File: src/rtl/iter_divider.sv
// Iterative radix-2 restoring divider for RV32M DIV/DIVU/REM/REMU.
// One quotient bit per cycle; divide-by-zero and signed overflow resolve in a single cycle.
module iter_divider #(
  parameter int unsigned WIDTH = 32
) (
  input  logic             clk,
  input  logic             rst,
  input  logic             start,
  input  logic             flush,
  input  logic [1:0]       div_ctrl,
  input  logic [WIDTH-1:0] dividend,
  input  logic [WIDTH-1:0] divisor,
  output logic             busy,
  output logic             done,
  output logic [WIDTH-1:0] result
);

  localparam int unsigned CW = $clog2(WIDTH);
  localparam logic [WIDTH-1:0] MIN_NEG = {1'b1, {(WIDTH-1){1'b0}}};

  typedef enum logic [1:0] {
    IDLE = 2'd0,
    RUN  = 2'd1,
    DONE = 2'd2
  } state_t;

  state_t          state;
  logic [CW-1:0]   count;
  logic [WIDTH-1:0] quo;
  logic [WIDTH-1:0] rem;
  logic [WIDTH-1:0] dvs;
  logic            is_rem;
  logic            neg_q;
  logic            neg_r;

  // Operand decode for the request presented on the inputs
  logic             is_signed_c;
  logic             a_neg_c;
  logic             b_neg_c;
  logic             div_zero_c;
  logic             ovf_c;
  logic [WIDTH-1:0] a_mag_c;
  logic [WIDTH-1:0] b_mag_c;
  logic [WIDTH-1:0] fast_res_c;

  always_comb begin
    is_signed_c = ~div_ctrl[0];
    a_neg_c     = is_signed_c & dividend[WIDTH-1];
    b_neg_c     = is_signed_c & divisor[WIDTH-1];
    a_mag_c     = a_neg_c ? (~dividend + WIDTH'(1)) : dividend;
    b_mag_c     = b_neg_c ? (~divisor + WIDTH'(1)) : divisor;
    div_zero_c  = (divisor == '0);
    ovf_c       = is_signed_c && (dividend == MIN_NEG) && (divisor == '1);
    fast_res_c  = '0;
    if (div_zero_c) begin
      fast_res_c = div_ctrl[1] ? dividend : '1;
    end else if (ovf_c) begin
      fast_res_c = div_ctrl[1] ? '0 : dividend;
    end
  end

  // One restoring step: shift in the next dividend bit, subtract if it fits
  logic [WIDTH:0]   rem_sh_c;
  logic [WIDTH:0]   diff_c;
  logic [WIDTH-1:0] q_next_c;
  logic [WIDTH-1:0] r_next_c;
  logic [WIDTH-1:0] final_res_c;

  always_comb begin
    rem_sh_c    = {rem, quo[WIDTH-1]};
    diff_c      = rem_sh_c - {1'b0, dvs};
    q_next_c    = {quo[WIDTH-2:0], ~diff_c[WIDTH]};
    r_next_c    = diff_c[WIDTH] ? rem_sh_c[WIDTH-1:0] : diff_c[WIDTH-1:0];
    final_res_c = q_next_c;
    if (is_rem) begin
      final_res_c = neg_r ? (~r_next_c + WIDTH'(1)) : r_next_c;
    end else if (neg_q) begin
      final_res_c = ~q_next_c + WIDTH'(1);
    end
  end

  // Control FSM with registered busy/done/result; rst beats flush beats start
  always_ff @(posedge clk) begin
    if (rst) begin
      state  <= IDLE;
      busy   <= 1'b0;
      done   <= 1'b0;
      result <= '0;
      count  <= '0;
      quo    <= '0;
      rem    <= '0;
      dvs    <= '0;
      is_rem <= 1'b0;
      neg_q  <= 1'b0;
      neg_r  <= 1'b0;
    end else if (flush) begin
      state <= IDLE;
      busy  <= 1'b0;
      done  <= 1'b0;
      count <= '0;
    end else begin
      case (state)
        IDLE: begin
          done <= 1'b0;
          if (start) begin
            is_rem <= div_ctrl[1];
            neg_q  <= a_neg_c ^ b_neg_c;
            neg_r  <= a_neg_c;
            dvs    <= b_mag_c;
            quo    <= a_mag_c;
            rem    <= '0;
            count  <= '0;
            busy   <= 1'b1;
            if (div_zero_c || ovf_c) begin
              result <= fast_res_c;
              done   <= 1'b1;
              state  <= DONE;
            end else begin
              state <= RUN;
            end
          end
        end
        RUN: begin
          quo   <= q_next_c;
          rem   <= r_next_c;
          count <= count + CW'(1);
          if (count == CW'(WIDTH - 1)) begin
            result <= final_res_c;
            done   <= 1'b1;
            state  <= DONE;
          end
        end
        DONE: begin
          done  <= 1'b0;
          busy  <= 1'b0;
          count <= '0;
          state <= IDLE;
        end
        default: begin
          done  <= 1'b0;
          busy  <= 1'b0;
          count <= '0;
          state <= IDLE;
        end
      endcase
    end
  end

endmodule

File: config.mk
export PLATFORM = sky130hd
export DESIGN_NAME = iter_divider
export DESIGN_NICKNAME = d
export VERILOG_FILES = /design/src/rtl/iter_divider.sv
export SDC_FILE = /design/constraint.sdc
export NUM_CORES = 1
export LEC_CHECK = 0
export CAP_MARGIN = 15
export CORE_AREA = 2 2 201 203
export CTS_CLUSTER_SIZE = 10
export DETAILED_ROUTE_END_ITERATION = 10
export DIE_AREA = 0 0 203 205
export GPL_TIMING_DRIVEN = 1
export SLEW_MARGIN = 0
export SYNTH_ARGS = -nofsm -noshare
export SYNTH_HDL_FRONTEND = slang
export SYNTH_SLANG_ARGS = --single-unit
File: constraint.sdc
create_clock -name clk -period 5.77 [get_ports clk]
set_clock_uncertainty 0.15 [all_clocks]
set_input_delay 1.4425 -clock clk [delete_from_list [all_inputs] [get_ports clk]]
set_output_delay 1.4425 -clock clk [all_outputs]
set_load 0.03 [all_outputs]
==> flow_summary.json, run 1 <==
{
  "gr-usage-all-layers": 0.210,
  "cts_made_buffers": 17,
  "worst-setup-path-type": "reg -> reg",
  "routed_via_density": 5.68,
  "arrival_ps": 5500,
  "fp.dieW_um": 203,
  "cpPeakStageDelay_ps": 480,
  "grt_max_degree": 63,
  "finalWorstSetupSlack_ps": 437,
  "run_status": "finished, final reports clean",
  "synthArstFlopShare": 0,
  "reg2reg_depth": 22,
  "seq_area_frac_synth": 0.239,
  "synth_warnings": 0,
  "startpoint_type": "flop",
  "hp-class": "reg -> reg",
  "synth_flop_cell": "dfxtp_1",
  "min_period_ps": 5330,
  "fin_util": 0.353,
  "worst_pin_slew_ps": 1140,
  "combPwrFrac": 0.256,
  "synth_top_area_cell": "dfxtp_1",
  "wl_per_cell_um": 20.0,
  "rows": 73,
  "min_to": "result[13]$_SDFFE_PP0P_",
  "synth_fp_nets": 1722,
  "swShare": 0.337,
  "core_um2": 39400,
  "p_switching_w": 0.00102,
  "pre_cts_ws_ps": 214,
  "worst-path-buf-inv": 2,
  "drc": 0,
  "worst-endpoint-required_ps": 5940,
  "power_leakage_nw": 5.03,
  "max-vdd-ir-drop_mv": 0.123,
  "crit_fanout": 6,
  "ios": 104,
  "r2r_setup_slack_ps": 440,
  "synthCells": 1612,
  "vias": 12485,
  "gp_congestion": 0.917,
  "yosysTopAreaCellShare": 0.239,
  "critical_path.endpoint_type": "flop",
  "syn2layout_area_growth_pct": 18.5,
  "start_util": 0.298,
  "fillers": 4160,
  "gr-total-overflow": 0,
  "holdBufCountCts": 0,
  "cts.sinks": 140,
  "maxSlewViolCount": 0,
  "ant_nets": 0,
  "final_nets": 1770,
  "timing.slew.headroom": 0.219,
  "power.density_nw_per_um2": 219,
  "synth_area_um2": 11700,
  "synth_edf_count": 0,
  "cts_resized": 0,
  "drive_above_1_share": 0.0705,
  "power_frac_seq": 0.343,
  "synth.avg_cell_area_um2": 7.27,
  "cp_top_family": "compound AO/OA/AOI/OAI gates",
  "clkPwrFrac": 0.401,
  "hold_viol": 0,
  "finalSetupTns_ps": 0,
  "postCtsSetupBuffers": 0,
  "n_antenna_cell": 0,
  "yosysUniqueCellTypes": 88,
  "crit_chain": "inv_1, ha_1, fa_1, nor2b_1, o31a_1, o21ai_2, a311oi_4, o31a_1, nor2_4, inv_1, ha_1, nor3b_1, nand2_1, or2_2, nor2_1, nand3_1, o31ai_1, xor2_1, a22oi_1, o21ai_0, a2bb2oi_1, o31ai_1",
  "drtIter0Drc": 1202,
  "cap_violations": 0,
  "grt_setup_unrepaired": "false",
  "chipHeight_um": 205,
  "p_int_w": 0.00202,
  "synth-seq-cells": 140,
  "r2r-end": "result[28]$_SDFFE_PP0P_",
  "hold_depth": 2,
  "finalWirelength_mm": 44.1,
  "cts_buffer_depth": 2,
  "antenna_found_initial": 3,
  "fmax_mhz": 187,
  "htreeDepth": 4,
  "grt_pass1_wl_mm": 68.0,
  "cts_tree": "yes",
  "cts-root-buf": "clkbuf_16",
  "clk_pin_slew_ps": 70,
  "hpwlAfterDp_mm": 34.3,
  "fin_crit_sh": 0.924,
  "synth_area_leaders": "dfxtp_1 (24%), nor2_1 (7.5%), a21oi_1 (7.2%)",
  "grt_pass1_vias": 11469,
  "slowest_stage": "a311oi_4",
  "setup_viol": 0,
  "drtPass1Iterations": 6,
  "r2r_start": "quo[31]$_SDFFE_PP0P_",
  "dieArea_um2": 41600,
  "clk_latency_ps": 440,
  "portBuffers": 103,
  "hold_start": "result[13]$_SDFFE_PP0P_"
}
==> final cells by class <==
class	instances	area, µm²	share of cell area
Clock inverter	14	209	0.0151
Tap cell	525	657	0.0473
Inverter	59	221	0.0160
Sequential cell	140	2800	0.202
Clock buffer	18	429	0.0309
Multi-Input combinational cell	1309	8290	0.597
Timing Repair Buffer	133	1280	0.0921
==> worst register-to-register path, delay by kind of cell (launching register included) <==
kind / cells / cell delay (ps)
adder cells (fa/ha/maj): 3 / 830
AND/OR/NAND/NOR: 7 / 1390
flip-flops: 1 / 370
XOR/XNOR: 1 / 230
AO/OA/AOI/OAI: 9 / 2070
buffers and inverters: 2 / 170
==> metrics by stage <==
step	instance area, µm²	total power, W	hold slack, ps	std cells
floorplan	11700	0.00156	282	1612
global placement	13200	0.00182	281	2166
detailed placement	13200	0.00182	282	2166
CTS	13900	0.00304	291	2198
global route	13900	0.00317	334	2198
finish	13900	0.00304	289	2198
==> logic make-up (layout without fill, tap and decap cells) <==
| family | Yosys count | in the layout | share of synthesized area |
|---|---|---|---|
| multiplexers | 27 | 27 | 0.0240 |
| buffers and inverters | 163 | 224 | 0.0563 |
| flip-flops | 140 | 140 | 0.239 |
| adder cells (fa/ha/maj) | 40 | 40 | 0.0434 |
| AO/OA/AOI/OAI | 547 | 547 | 0.313 |
| XOR/XNOR | 118 | 118 | 0.0882 |
| AND/OR/NAND/NOR | 577 | 577 | 0.235 |
==> synth_stat cells, drive strengths merged, types with 5 or more instances <==
cell type / number
and2: 8
nand4: 24
nor3: 41
nand2b: 11
mux2: 9
o211a: 5
and3: 10
or2: 12
buf: 22
a22o: 5
a2111oi: 9
dfxtp: 140
nor2: 235
nor3b: 8
a21boi: 5
xor2: 63
a211oi: 79
a311oi: 10
clkbuf: 82
o31ai: 34
o211ai: 6
mux2i: 18
o21ai: 103
a21oi: 171
o41ai: 14
inv: 58
nand3: 18
a21o: 7
a31oi: 13
or3: 22
nor4: 25
xnor2: 55
ha: 39
or4: 15
o31a: 8
o21a: 8
nor2b: 12
nand2: 123
a22oi: 25
==> flip-flops by register name, indices dropped and copies added (netlist names) <==
register,count
dvs,32
quo,32
rem,32
result,32
count,5
state,2
busy,1
done,1
is_rem,1
neg_q,1
neg_r,1
==> power groups by stage <==
stage,sequential (W),clock [W],combinational [W]
floorplan,0.00105,0,0.000509
global placement,0.00106,0,0.000759
detailed placement,0.00106,0,0.000760
CTS,0.00104,0.00123,0.000763
global route,0.00105,0.00128,0.000846
finish,0.00104,0.00122,0.000777
==> per-layer routing <==
metal  up-vias  global-route usage  part of all wire
met5         -                   0           0.00070
met4         6              0.0787             0.033
met3        97              0.0325             0.062
met2       471               0.332              0.45
met1      5881               0.287              0.45
li1       6030                   -                 -
==> cells in the final DEF (no fill, tap or decap), types with 10 or more instances in the layout <==
cell and count:
dfxtp_1 140, xor2_1 63, xnor2_1 55, o21ai_0 92
nor3_1 41, nand4_1 23, nor2b_1 12, nor4_1 22
clkbuf_16 17, nand2_1 123, or4_1 14, and3_1 10
a211oi_1 76, ha_1 39, or2_2 10, a21oi_1 168
mux2i_1 18, clkdlybuf4s50_1 102, buf_4 29, or3_1 20
nand2b_1 10, nor2_1 232, o41ai_1 12, nand3_1 18
o31ai_1 32, inv_1 58, a22oi_1 25, a31oi_1 13
==> worst max path at each step <==
| stage | start | endpoint | slack (ps) | depth (start not counted) |
|---|---|---|---|---|
| 2_1_floorplan | quo[31]$_SDFFE_PP0P_ | result[28]$_SDFFE_PP0P_ | 710 | 25 |
| 6_report | quo[31]$_SDFFE_PP0P_ | result[28]$_SDFFE_PP0P_ | 440 | 22 |
| 3_3_place_gp | dividend[0] | result[21]$_SDFFE_PP0P_ | 240 | 12 |
| 4_1_cts | quo[31]$_SDFFE_PP0P_ | result[28]$_SDFFE_PP0P_ | 510 | 22 |
| 3_5_place_dp | dividend[1] | result[21]$_SDFFE_PP0P_ | 210 | 12 |
| 5_1_grt | rem[11]$_SDFFE_PP0P_ | result[28]$_SDFFE_PP0P_ | 110 | 20 |
Power figures use the tool's default switching activity.
==> inputs of run 2 (changes only) <==
SKIP_LAST_GASP = 1   (was default)
==> results of run 2 <==
The final DEF is identical to that of run 1; final timing and power are the same.
